### config.mk
export PLATFORM = sky130hd
export DESIGN_NAME = vga_scan_engine_flat
export DESIGN_NICKNAME = d
export VERILOG_FILES = /design/src/rtl/vga_scan_engine_if.sv /design/src/rtl/vga_scan_engine.sv /design/src/flat_wrapper.sv
export SDC_FILE = /design/constraint.sdc
export NUM_CORES = 1
export LEC_CHECK = 0
export BUFFER_PORTS_ARGS = -buffer_cell sky130_fd_sc_hd__buf_4
export CAP_MARGIN = 20
export CORE_ASPECT_RATIO = 0.5
export CORE_MARGIN = 3
export CORE_UTILIZATION = 40
export CTS_CLUSTER_DIAMETER = 80
export CTS_CLUSTER_SIZE = 14
export DETAILED_ROUTE_END_ITERATION = 6
export SLEW_MARGIN = 20
export SYNTH_ARGS = -nofsm -noshare
export SYNTH_HDL_FRONTEND = slang
export SYNTH_SLANG_ARGS = --single-unit
export TNS_END_PERCENT = 100
### constraint.sdc
create_clock -name clk -period 3.5 [get_ports clk]
set_clock_uncertainty 0.15 [all_clocks]
set_input_delay 0.7 -clock clk [delete_from_list [all_inputs] [get_ports clk]]
set_output_delay 0.7 -clock clk [all_outputs]
set_load 0.02 [all_outputs]
### src/rtl/vga_scan_engine_if.sv
// Display-path bundle: frame-buffer read port plus the video pins.
// The engine drives it through the master modport, a frame buffer/monitor uses the slave side.
interface vga_scan_engine_if #(
    parameter int COLOR_W = 4,
    parameter int ROW_W   = 8,
    parameter int COL_W   = 9
);
    logic [3*COLOR_W-1:0] ram_pixel;
    logic [ROW_W-1:0]     row_read;
    logic [COL_W-1:0]     col_read;
    logic                 vga_hs;
    logic                 vga_vs;
    logic [COLOR_W-1:0]   vga_r;
    logic [COLOR_W-1:0]   vga_g;
    logic [COLOR_W-1:0]   vga_b;
    logic                 h_active;
    logic                 v_active;
    logic                 line_start;
    logic                 frame_start;

    modport master (
        input  ram_pixel,
        output row_read, col_read,
        output vga_hs, vga_vs, vga_r, vga_g, vga_b,
        output h_active, v_active, line_start, frame_start
    );

    modport slave (
        output ram_pixel,
        input  row_read, col_read,
        input  vga_hs, vga_vs, vga_r, vga_g, vga_b,
        input  h_active, v_active, line_start, frame_start
    );
endinterface

### src/rtl/vga_scan_engine.sv
// VGA scan engine: pixel/line counters, window addressing into the frame buffer,
// and a two-stage pipeline that keeps syncs, active flags and colour aligned.
module vga_scan_engine #(
    parameter int                   CLK_DIV  = 4,
    parameter int                   H_ACTIVE = 640,
    parameter int                   H_FP     = 16,
    parameter int                   H_SYNC   = 96,
    parameter int                   H_BP     = 48,
    parameter int                   V_ACTIVE = 480,
    parameter int                   V_FP     = 10,
    parameter int                   V_SYNC   = 2,
    parameter int                   V_BP     = 29,
    parameter logic                 HS_POL   = 1'b0,
    parameter logic                 VS_POL   = 1'b0,
    parameter int                   IMG_W    = 320,
    parameter int                   IMG_H    = 240,
    parameter int                   IMG_X    = 0,
    parameter int                   IMG_Y    = 0,
    parameter int                   SCALE    = 1,
    parameter int                   COLOR_W  = 4,
    parameter logic [3*COLOR_W-1:0] BORDER   = '0,
    parameter int                   ROW_W    = 8,
    parameter int                   COL_W    = 9
) (
    input  logic                  clk,
    input  logic                  rst,
    input  logic                  enable,
    vga_scan_engine_if.master     bus
);

    localparam int H_TOTAL_I = H_ACTIVE + H_FP + H_SYNC + H_BP;
    localparam int V_TOTAL_I = V_ACTIVE + V_FP + V_SYNC + V_BP;
    localparam int HC_W      = $clog2(H_TOTAL_I);
    localparam int VC_W      = $clog2(V_TOTAL_I);
    localparam int DIV_W     = $clog2(CLK_DIV);
    localparam int PIX_W     = 3 * COLOR_W;

    localparam logic [31:0] H_TOTAL    = H_TOTAL_I;
    localparam logic [31:0] V_TOTAL    = V_TOTAL_I;
    localparam logic [31:0] H_ACT_END  = H_ACTIVE;
    localparam logic [31:0] V_ACT_END  = V_ACTIVE;
    localparam logic [31:0] H_SYNC_BEG = H_ACTIVE + H_FP;
    localparam logic [31:0] V_SYNC_BEG = V_ACTIVE + V_FP;
    localparam logic [31:0] H_SYNC_LEN = H_SYNC;
    localparam logic [31:0] V_SYNC_LEN = V_SYNC;
    localparam logic [31:0] WIN_X0     = IMG_X;
    localparam logic [31:0] WIN_Y0     = IMG_Y;
    localparam logic [31:0] WIN_W      = IMG_W * SCALE;
    localparam logic [31:0] WIN_H      = IMG_H * SCALE;

    logic [DIV_W-1:0] div_q, div_d;
    logic [HC_W-1:0]  hc_q, hc_d;
    logic [VC_W-1:0]  vc_q, vc_d;
    logic             pix_en;

    logic [31:0]      hc_x, vc_x, dx, dy;
    logic             win, h_act, v_act, h_sync, v_sync;

    logic [ROW_W-1:0] row_q, row_d;
    logic [COL_W-1:0] col_q, col_d;
    logic             a_win_q, a_win_d;
    logic             a_hact_q, a_hact_d;
    logic             a_vact_q, a_vact_d;
    logic             a_hsync_q, a_hsync_d;
    logic             a_vsync_q, a_vsync_d;
    logic             a_hzero_q, a_hzero_d;
    logic             a_vzero_q, a_vzero_d;

    logic             hs_q, hs_d;
    logic             vs_q, vs_d;
    logic             hact_q, hact_d;
    logic             vact_q, vact_d;
    logic [PIX_W-1:0] rgb_q, rgb_d;
    logic             line_q, line_d;
    logic             frame_q, frame_d;

    assign pix_en = enable && (div_q == DIV_W'(CLK_DIV - 1));

    always_comb begin
        div_d = div_q;
        hc_d  = hc_q;
        vc_d  = vc_q;
        if (!enable) begin
            div_d = '0;
            hc_d  = '0;
            vc_d  = '0;
        end else begin
            div_d = pix_en ? '0 : div_q + DIV_W'(1);
            if (pix_en) begin
                if (hc_q == HC_W'(H_TOTAL - 1)) begin
                    hc_d = '0;
                    vc_d = (vc_q == VC_W'(V_TOTAL - 1)) ? '0 : vc_q + VC_W'(1);
                end else begin
                    hc_d = hc_q + HC_W'(1);
                end
            end
        end
    end

    // Offsets wrap to huge values left of / above the origin, so one unsigned compare bounds each range.
    always_comb begin
        hc_x   = 32'(hc_q);
        vc_x   = 32'(vc_q);
        dx     = hc_x - WIN_X0;
        dy     = vc_x - WIN_Y0;
        h_act  = hc_x < H_ACT_END;
        v_act  = vc_x < V_ACT_END;
        h_sync = (hc_x - H_SYNC_BEG) < H_SYNC_LEN;
        v_sync = (vc_x - V_SYNC_BEG) < V_SYNC_LEN;
        win    = (dx < WIN_W) && (dy < WIN_H);
    end

    always_comb begin
        row_d     = row_q;
        col_d     = col_q;
        a_win_d   = a_win_q;
        a_hact_d  = a_hact_q;
        a_vact_d  = a_vact_q;
        a_hsync_d = a_hsync_q;
        a_vsync_d = a_vsync_q;
        a_hzero_d = a_hzero_q;
        a_vzero_d = a_vzero_q;
        if (!enable) begin
            row_d     = '0;
            col_d     = '0;
            a_win_d   = 1'b0;
            a_hact_d  = 1'b0;
            a_vact_d  = 1'b0;
            a_hsync_d = 1'b0;
            a_vsync_d = 1'b0;
            a_hzero_d = 1'b0;
            a_vzero_d = 1'b0;
        end else if (pix_en) begin
            a_win_d   = win;
            a_hact_d  = h_act;
            a_vact_d  = v_act;
            a_hsync_d = h_sync;
            a_vsync_d = v_sync;
            a_hzero_d = (hc_q == '0);
            a_vzero_d = (vc_q == '0);
            if (win) begin
                col_d = COL_W'(dx >> (SCALE - 1));
                row_d = ROW_W'(dy >> (SCALE - 1));
            end
        end
    end

    // Strobes are only high in the single clk after the stage-B load that shows column 0.
    always_comb begin
        hs_d    = hs_q;
        vs_d    = vs_q;
        hact_d  = hact_q;
        vact_d  = vact_q;
        rgb_d   = rgb_q;
        line_d  = 1'b0;
        frame_d = 1'b0;
        if (!enable) begin
            hs_d   = ~HS_POL;
            vs_d   = ~VS_POL;
            hact_d = 1'b0;
            vact_d = 1'b0;
            rgb_d  = '0;
        end else if (pix_en) begin
            hs_d    = a_hsync_q ? HS_POL : ~HS_POL;
            vs_d    = a_vsync_q ? VS_POL : ~VS_POL;
            hact_d  = a_hact_q;
            vact_d  = a_vact_q;
            rgb_d   = '0;
            if (a_hact_q && a_vact_q) begin
                rgb_d = a_win_q ? bus.ram_pixel : BORDER;
            end
            line_d  = a_hzero_q;
            frame_d = a_hzero_q && a_vzero_q;
        end
    end

    always_ff @(posedge clk or posedge rst) begin
        if (rst) begin
            div_q     <= '0;
            hc_q      <= '0;
            vc_q      <= '0;
            row_q     <= '0;
            col_q     <= '0;
            a_win_q   <= 1'b0;
            a_hact_q  <= 1'b0;
            a_vact_q  <= 1'b0;
            a_hsync_q <= 1'b0;
            a_vsync_q <= 1'b0;
            a_hzero_q <= 1'b0;
            a_vzero_q <= 1'b0;
            hs_q      <= ~HS_POL;
            vs_q      <= ~VS_POL;
            hact_q    <= 1'b0;
            vact_q    <= 1'b0;
            rgb_q     <= '0;
            line_q    <= 1'b0;
            frame_q   <= 1'b0;
        end else begin
            div_q     <= div_d;
            hc_q      <= hc_d;
            vc_q      <= vc_d;
            row_q     <= row_d;
            col_q     <= col_d;
            a_win_q   <= a_win_d;
            a_hact_q  <= a_hact_d;
            a_vact_q  <= a_vact_d;
            a_hsync_q <= a_hsync_d;
            a_vsync_q <= a_vsync_d;
            a_hzero_q <= a_hzero_d;
            a_vzero_q <= a_vzero_d;
            hs_q      <= hs_d;
            vs_q      <= vs_d;
            hact_q    <= hact_d;
            vact_q    <= vact_d;
            rgb_q     <= rgb_d;
            line_q    <= line_d;
            frame_q   <= frame_d;
        end
    end

    assign bus.row_read    = row_q;
    assign bus.col_read    = col_q;
    assign bus.vga_hs      = hs_q;
    assign bus.vga_vs      = vs_q;
    assign bus.vga_r       = rgb_q[3*COLOR_W-1:2*COLOR_W];
    assign bus.vga_g       = rgb_q[2*COLOR_W-1:COLOR_W];
    assign bus.vga_b       = rgb_q[COLOR_W-1:0];
    assign bus.h_active    = hact_q;
    assign bus.v_active    = vact_q;
    assign bus.line_start  = line_q;
    assign bus.frame_start = frame_q;

endmodule

### src/flat_wrapper.sv
// flat-port wrapper written by rule: the top's interface ports become plain ports
module vga_scan_engine_flat 
#(
    parameter int                   CLK_DIV  = 4,
    parameter int                   H_ACTIVE = 640,
    parameter int                   H_FP     = 16,
    parameter int                   H_SYNC   = 96,
    parameter int                   H_BP     = 48,
    parameter int                   V_ACTIVE = 480,
    parameter int                   V_FP     = 10,
    parameter int                   V_SYNC   = 2,
    parameter int                   V_BP     = 29,
    parameter logic                 HS_POL   = 1'b0,
    parameter logic                 VS_POL   = 1'b0,
    parameter int                   IMG_W    = 320,
    parameter int                   IMG_H    = 240,
    parameter int                   IMG_X    = 0,
    parameter int                   IMG_Y    = 0,
    parameter int                   SCALE    = 1,
    parameter int                   COLOR_W  = 4,
    parameter logic [3*COLOR_W-1:0] BORDER   = '0,
    parameter int                   ROW_W    = 8,
    parameter int                   COL_W    = 9
)
  (clk, rst, enable, bus_ram_pixel, bus_row_read, bus_col_read, bus_vga_hs, bus_vga_vs, bus_vga_r, bus_vga_g, bus_vga_b, bus_h_active, bus_v_active, bus_line_start, bus_frame_start);
  vga_scan_engine_if #(.COLOR_W(COLOR_W), .ROW_W(ROW_W), .COL_W(COL_W)) bus_i ();
  input  logic clk;
  input  logic rst;
  input  logic enable;
  input wire logic [$bits(bus_i.ram_pixel)-1:0] bus_ram_pixel;
  output wire logic [$bits(bus_i.row_read)-1:0] bus_row_read;
  output wire logic [$bits(bus_i.col_read)-1:0] bus_col_read;
  output wire logic [$bits(bus_i.vga_hs)-1:0] bus_vga_hs;
  output wire logic [$bits(bus_i.vga_vs)-1:0] bus_vga_vs;
  output wire logic [$bits(bus_i.vga_r)-1:0] bus_vga_r;
  output wire logic [$bits(bus_i.vga_g)-1:0] bus_vga_g;
  output wire logic [$bits(bus_i.vga_b)-1:0] bus_vga_b;
  output wire logic [$bits(bus_i.h_active)-1:0] bus_h_active;
  output wire logic [$bits(bus_i.v_active)-1:0] bus_v_active;
  output wire logic [$bits(bus_i.line_start)-1:0] bus_line_start;
  output wire logic [$bits(bus_i.frame_start)-1:0] bus_frame_start;
  assign bus_i.ram_pixel = bus_ram_pixel;
  assign bus_row_read = bus_i.row_read;
  assign bus_col_read = bus_i.col_read;
  assign bus_vga_hs = bus_i.vga_hs;
  assign bus_vga_vs = bus_i.vga_vs;
  assign bus_vga_r = bus_i.vga_r;
  assign bus_vga_g = bus_i.vga_g;
  assign bus_vga_b = bus_i.vga_b;
  assign bus_h_active = bus_i.h_active;
  assign bus_v_active = bus_i.v_active;
  assign bus_line_start = bus_i.line_start;
  assign bus_frame_start = bus_i.frame_start;
  vga_scan_engine #(.CLK_DIV(CLK_DIV), .H_ACTIVE(H_ACTIVE), .H_FP(H_FP), .H_SYNC(H_SYNC), .H_BP(H_BP), .V_ACTIVE(V_ACTIVE), .V_FP(V_FP), .V_SYNC(V_SYNC), .V_BP(V_BP), .HS_POL(HS_POL), .VS_POL(VS_POL), .IMG_W(IMG_W), .IMG_H(IMG_H), .IMG_X(IMG_X), .IMG_Y(IMG_Y), .SCALE(SCALE), .COLOR_W(COLOR_W), .BORDER(BORDER), .ROW_W(ROW_W), .COL_W(COL_W)) u_core (.clk(clk), .rst(rst), .enable(enable), .bus(bus_i));
endmodule
== After elaboration in Yosys (flattened, before gate mapping) ==
Index checks and enable logic that the tools add are counted.
W data, S select, Z words.
Word-level totals
  register bits: 64
  input bits: 15
  output and inout bits: 35
Operators by class
  $add $sub $neg: 5
  magnitude comparators: 6
  equality and inequality tests: 6
  muxes and demuxes: 47
  reductions and logical operators: 8
Operator list (number)
  $mux W10: 7
  $mux W12: 4
  $lt A32 B2 Y1 const B: 1
  $lt A32 B7 Y1 const B: 1
  $mux W1: 28
  $mux W9: 3
  $mux W8: 3
  $add A10 B1 Y10 const B: 2
  $eq A10 B10 Y1 const B: 2
  $logic_not A10 Y1: 2
  $lt A10 B9 Y1 const B: 2
  $sub A10 B10 Y11 const B: 1
  $sub A10 B9 Y11 const B: 1
  $lt A10 B10 Y1 const B: 1
  $lt A10 B8 Y1 const B: 1
  $ne A2 B1 Y1 const B: 3
  $logic_and A1 B1 Y1: 4
  $mux W2: 2
  $reduce_and A2 Y1: 2
  $add A2 B1 Y2 const B: 1
  $eq A2 B2 Y1 const B: 1

== Longest topological paths before layout ==
Gate-level depths: netlist (run 1).
  depth in word-level cells: 5
  depth in mapped cells: 7

== Worst setup path before layout (run 1) ==
Ideal clock, no wire load.
  path kind: input port to flip-flop
  start point: in enable
  end point: reg u_core.vc_q[6]
  arrival: 1.717 ns
  data required time: 3.258 ns
  slack: 1.541 ns
  stages on the path: 5
  path buffers: 2
  path through: clkbuf_1 -> nand2_1 -> or3_1 -> buf_6 -> o31ai_2
On the way
  cells in the longest elaborated chain, start to end: 3
Ends and longest elaborated chain
  from (decl): line flat_wrapper.sv:29  | input logic enable;
  $logic_and A1 B1 Y1: line vga_scan_engine.sv:77  | assign pix_en = enable && (div_q == DIV_W'(CLK_DIV - 1));
  $ne A2 B1 Y1 (no line)
  $reduce_and A2 Y1 (no line)
  to (signal assigned): line vga_scan_engine.sv:201  | vc_q <= vc_d;
  to (decl): line vga_scan_engine.sv:53  | logic [VC_W-1:0] vc_q, vc_d;
Parallel ways exist; a longest one is shown, timed or not.
A chain may end at the register's enable or synchronous reset.

== Worst setup path after layout (run 1) ==
  start point: reg u_core.vc_q[1]
  end point: reg u_core.vc_q[0]
On the way
  cells in the longest elaborated chain, start to end: 5
Ends and longest elaborated chain
  $eq A10 B10 Y1: line vga_scan_engine.sv:92  | vc_d = (vc_q == VC_W'(V_TOTAL - 1)) ? '0 : vc_q + VC_W'(1);
  $mux W10: line vga_scan_engine.sv:92
  $mux W10: line vga_scan_engine.sv:90  | if (hc_q == HC_W'(H_TOTAL - 1)) begin
  $mux W10: line vga_scan_engine.sv:89  | if (pix_en) begin
  $mux W10: line vga_scan_engine.sv:83  | if (!enable) begin
No other way between the ends. The select of a mux whose other input is x is not followed.

==> flow_metrics.py, run 1 <==
metrics = {
    "sta": {
        "slew_headroom_pct": 44.5,
        "worst_slack_ps": 1260,
        "setup_violations": 0,
        "finalHoldViolations": 0,
        "period_minus_slack_ps": 2240,
        "rsz0062_at_grt": "false",
        "period_share_pct": 64.1,
        "fmax_mhz": 446,
        "drv_slew": 0,
        "fin_tns_setup_ps": 0,
        "worst_slew_pin_slew_ps": 830,
    },
    "worst_setup_path": {
        "end_kind": "flip-flop",
        "cp-startpoint": "u_core.vc_q[1]",
        "crit_required_ps": 3550,
        "crit_path_max_incr_delay_ps": 470,
        "worstPathCellList": "inv_1 -> ha_1 -> or4b_4 -> nor3_2 -> or3_1 -> mux2i_1",
        "cp_top_family": "simple AND/OR/NAND/NOR gates",
        "rr_worst_depth": 6,
        "path_buf_inv": 1,
        "ff2ff_setup_slack_ps": 1260,
        "critical_path_class": "reg -> reg",
        "start_kind": "flip-flop",
        "arrival_ps": 2290,
        "r2r_end": "u_core.vc_q[0]",
        "slowest_stage": "or4b_4",
        "worstPathMaxFanout": 8,
        "reg2reg_from": "u_core.vc_q[1]",
    },
    "yosys": {
        "synth_ff_type": "dfrtp_1",
        "netlist_top_cells_count": "62 x dfrtp_1, 39 x nor2_1, 23 x mux2i_1, 19 x nand2_1, 13 x a22o_1",
        "ys_async_sr_fraction_pct": 100,
        "avgSynthCellArea_um2": 10.7,
        "synth_top_area_cell": "dfrtp_1",
        "synth_edf_count": 0,
        "synth_area_leaders": "dfrtp_1 50%, mux2i_1 7.5%, nor2_1 4.7%, ha_1 4.5%, a22o_1 3.7%",
        "synth_most_common_cell": "dfrtp_1",
        "synthDistinctLibCells": 45,
        "synth_cells": 289,
        "yosysWarnings": 0,
        "seq_area_frac_synth_pct": 52.0,
        "synth_top_area_share_pct": 50.3,
        "syn_nets": 315,
        "synth_seq_cells": 64,
        "syn_area_um2": 3090,
    },
    "routing": {
        "highest_layer": "met4",
        "drt_pass1_iterations": 4,
        "drt_iter0_drc": 160,
        "wire_per_inst_um": 15.9,
        "drc": 0,
        "dr_wl_met3_um": 406,
        "drtAntennaViolNets": 0,
        "wl_mm": 6.86,
        "wl_met2_mm": 3.13,
        "via_count": 2337,
        "wl_met1_mm": 3.25,
        "vias_per_cell": 5.41,
    },
    "cts": {
        "cts_sinks": 64,
        "htree_levels": 3,
        "cts_resized": 0,
        "post_cts_buffers": 0,
        "clock_latency_ps": 340,
        "clkTransAtPathRegs_ps": 60,
        "cts_tree": "built",
        "clockBufferDepth": 2,
        "cts-root-buf": "clkbuf_16",
        "cts_buffers": 9,
        "hold_buffers": 0,
    },
    "global_routing": {
        "grt_util_all_layers_pct": 17.4,
        "grt_pass1_wl_mm": 11.7,
        "grt_max_degree": 35,
        "grt_pass1_vias": 2378,
        "grt-ovfl-total": 0,
        "antenna_found_initial": 0,
    },
    "floorplan": {
        "num_rows": 21,
        "initial_utilization_pct": 43.7,
        "die_y_um": 68.1,
        "core_um2": 7070,
        "dieArea_um2": 8870,
        "ios": 50,
        "die_w_um": 130,
    },
    "min_path": {
        "hold_depth": 1,
        "min_to": "u_core.div_q[0]",
        "min_from": "u_core.div_q[0]",
        "hold_class": "reg -> reg",
    },
    "flow_run": {
        "maxCapViolations": 0,
    },
    "placed_design": {
        "preCtsSetupSlack_ps": 1260,
        "io_buffers": 49,
        "place.gp.congestion": 0.886,
        "dp_hpwl_mm": 4.88,
    },
    "outcome": {
        "status": "complete, no violations",
    },
    "finish": {
        "antenna_cells": 0,
        "syn2layout_area_growth_pct": 23.2,
        "drive_gt1_share_pct": 25.0,
        "finalNetCount": 361,
    },
    "power": {
        "p_leak_nw": 1.87,
        "p_per_area_nw_per_um2": 449,
        "max-vdd-ir-drop_v": 0.000314,
    },
}
==> through the flow <==
stage	std cells	hold slack (ps)	cell area, µm²	utilization (%)	power (W)
after detailed placement	416	275	3510	49.7	0.000854
after global placement	416	281	3510	49.7	0.000851
after floorplan	289	260	3090	-	0.000820
after global routing	432	329	3800	53.8	0.00177
final	432	282	3800	53.8	0.00171
after CTS	432	283	3800	53.8	0.00173
==> sequential cells by signal (all words and copies together) (netlist names), 2 cells and up <==
name	flops
u_core.bus.row_read	8
u_core.hc_q	10
u_core.div_q	2
u_core.rgb_q	12
u_core.bus.col_read	9
u_core.vc_q	10
==> worst max path at each step <==
stage,endpoint,cells past startpoint
2_1_floorplan,u_core.a_hact_q,1
3_3_place_gp,u_core.vc_q[0],6
3_5_place_dp,u_core.vc_q[0],6
4_1_cts,u_core.vc_q[0],6
5_1_grt,u_core.vc_q[0],6
6_report,u_core.vc_q[0],6
==> metal layers <==
metal / track usage, % / vias to the layer above
li1: - / 1110
met1: 22.4 / 1158
met2: 27.5 / 62
met3: 5.77 / 7
met4: 6.74 / 0
met5: 0 / -
==> cells in the final DEF (no fill, tap or decap), drive strengths merged, types with 7 or more instances in the layout <==
master / Yosys / routed
inv: 12 / 12
nand4: 9 / 9
dfrtp: 62 / 62
nand3: 9 / 9
o21ai: 9 / 9
buf: 10 / 55
ha: 11 / 11
clkbuf: 10 / 10
o31ai: 7 / 7
nor2: 39 / 39
nand2: 19 / 19
a22o: 13 / 13
o211ai: 7 / 7
mux2i: 23 / 23
==> report_power, final <==
group          switching, W   total, W  internal [W]
combinational     0.0000546  0.0000858     0.0000312
clock              0.000321   0.000868      0.000546
sequential       0.00000489   0.000753      0.000748
==> cells by family after synthesis <==
group	synth area share [%]
muxes	7.46
adders and majority gates	4.46
xor gates and xnor gates	1.99
and+or+nand+nor	16.6
AOI/OAI and AO/OA	12.8
buffers and inverters	4.70
DFF	52.0
==> final cells by class <==
cell class	count	area (µm²)
clock buffers	10	229
flip-flops and latches	64	1600
multi-input cells	193	1340
inverters	12	45.0
fillers	620	3270
well taps	92	115
repair buffers	55	413
clock inverters	6	60.1
Power figures use the tool's default switching activity.
==> run 2, diff against run 1 <==
==> constraint.sdc (replaced) <==
create_clock -name clk -period 1.8 [get_ports clk]
set_clock_uncertainty 0.15 [all_clocks]
set_input_delay 0.36 -clock clk [delete_from_list [all_inputs] [get_ports clk]]
set_output_delay 0.36 -clock clk [all_outputs]
set_load 0.02 [all_outputs]
==> flow_metrics.py, run 2 (synthesis results as in run 1) <==
metrics = {
    "routing": {
        "drt_iter0_drc": 174,
        "drtAntennaViolNets": 0,
        "wl_mm": 7.85,
        "via_count": 2561,
        "vias_per_cell": 5.31,
        "drc": 0,
        "wire_per_inst_um": 16.3,
        "drt_pass1_iterations": 4,
    },
    "sta": {
        "rsz0062_at_grt": "true",
        "slew_headroom_pct": 63.3,
        "worst_slack_ps": -49.3,
        "fmax_mhz": 541,
        "period_share_pct": 103,
        "period_minus_slack_ps": 1850,
        "drv_slew": 0,
        "worst_slew_pin_slew_ps": 549,
        "setup_violations": 10,
        "fin_tns_setup_ps": -278,
        "finalHoldViolations": 0,
    },
    "floorplan": {
        "ios": 50,
        "die_w_um": 130,
        "die_y_um": 68.1,
        "num_rows": 21,
        "initial_utilization_pct": 43.7,
        "dieArea_um2": 8870,
        "core_um2": 7070,
    },
    "cts": {
        "clkTransAtPathRegs_ps": 60,
        "cts_buffers": 9,
        "htree_levels": 3,
        "clock_latency_ps": 330,
        "cts-root-buf": "clkbuf_16",
        "cts_sinks": 64,
        "clockBufferDepth": 2,
        "cts_tree": "built",
    },
    "power": {
        "netSwitchingFraction_pct": 22.6,
        "max-vdd-ir-drop_v": 0.000493,
        "p_int_w": 0.00263,
        "seq_power_share_pct": 43.1,
        "p_per_area_nw_per_um2": 779,
        "pwr-share-clk_pct": 50.2,
        "p_leak_nw": 2.16,
        "switchingPower_w": 0.000769,
        "p_comb_share_pct": 6.7,
    },
    "global_routing": {
        "grt_max_degree": 26,
        "grt_pass1_vias": 2617,
        "grt_pass1_wl_mm": 12.8,
        "grt_util_all_layers_pct": 19.4,
        "grt-ovfl-total": 0,
        "antenna_found_initial": 0,
    },
    "finish": {
        "antenna_cells": 0,
        "final_common_cell": "buf_4",
        "drive_gt1_share_pct": 37.9,
        "largest_register_ffs": 12,
        "finalNetCount": 411,
        "top_regs": "u_core.rgb_q x12, u_core.hc_q x10, u_core.vc_q x10",
        "final_cell_mix": "96 x buf_4, 62 x dfrtp_1, 38 x nor2_1, 23 x mux2i_1, 19 x nand2_1",
        "syn2layout_area_growth_pct": 41.4,
        "top_register": "u_core.rgb_q",
    },
    "worst_setup_path": {
        "worstPathMaxFanout": 6,
        "r2r_end": "u_core.vc_q[4]",
        "end_kind": "flip-flop",
        "arrival_ps": 1910,
        "start_kind": "flip-flop",
        "reg2reg_from": "u_core.vc_q[0]",
        "ff2ff_setup_slack_ps": -50,
        "cp-startpoint": "u_core.vc_q[0]",
        "critical_path_class": "reg -> reg",
        "endpoint": "u_core.vc_q[4]",
        "rr_worst_depth": 7,
        "crit_required_ps": 1860,
    },
    "placed_design": {
        "io_buffers": 49,
        "place.gp.congestion": 0.907,
        "preCtsSetupSlack_ps": -77.3,
        "dp_hpwl_mm": 5.53,
    },
    "outcome": {
        "violations": "negative setup slack",
        "status": "finished with violations",
    },
    "min_path": {
        "hold_class": "in -> reg",
        "min_from": "bus_ram_pixel[11]",
    },
    "flow_run": {
        "maxCapViolations": 0,
    },
}
-- run 2: worst min path at each step --
stage / to / cells after the start
6_report: u_core.rgb_q[11] / 2
5_1_grt: u_core.rgb_q[7] / 2
4_1_cts: u_core.rgb_q[2] / 2
3_5_place_dp: u_core.a_hsync_q / 2
3_3_place_gp: u_core.a_hsync_q / 2
2_1_floorplan: u_core.div_q[0] / 1
-- run 2: repair_timing --
item	CTS	global route
resized for setup	6	13
cloned	0	2
hold buffers	1	0
pin swaps	3	6
buffers inserted	2	5
endpoints found under the setup margin	25	42
hold endpoints to repair	14	0
-- run 2: area by class of cell --
type / count / area (µm²)
Clock buffer: 9 / 225
Inverter: 12 / 48.8
Multi-Input combinational cell: 193 / 1410
Timing Repair Buffer: 105 / 887
Sequential cell: 64 / 1600
Tap cell: 92 / 115
Fill cell: 594 / 2700
Clock inverter: 7 / 72.6
-- run 2: metal layers --
layer / global-route usage [%] / share of wire [%] / up-vias
li1: - / - / 1215
met1: 25.0 / 48 / 1274
met2: 30.0 / 46 / 62
met3: 7.48 / 5.4 / 10
met4: 6.99 / 1.2 / 0
met5: 0 / 0 / -
-- run 2: worst max-delay path, stage by stage (launching register included) --
cell and delay (ps):
dfrtp_1 380, inv_2 80, ha_4 120, or4b_4 480, nor3_4 140, or3_4 160, buf_8 130, o31ai_2 70
-- run 2: power by group through the flow --
stage	logic (W)	clock network, W	registers (W)
after CTS	0.000205	0.00175	0.00146
after global placement	0.000197	0	0.00149
final	0.000227	0.00170	0.00147
after floorplan	0.000108	0	0.00149
after detailed placement	0.000202	0	0.00149
after global routing	0.000250	0.00183	0.00147
-- run 2: metrics by stage --
step	total power (W)	area [µm²]	hold WS [ps]	instances	utilization [%]
3_3_place_gp	0.00168	3870	251	456	54.8
6_report	0.00340	4360	87.8	482	61.7
2_1_floorplan	0.00160	3100	260	289	-
3_5_place_dp	0.00169	3870	256	456	54.8
5_1_grt	0.00355	4360	73.4	482	61.7
4_1_cts	0.00342	4220	73.7	475	59.7
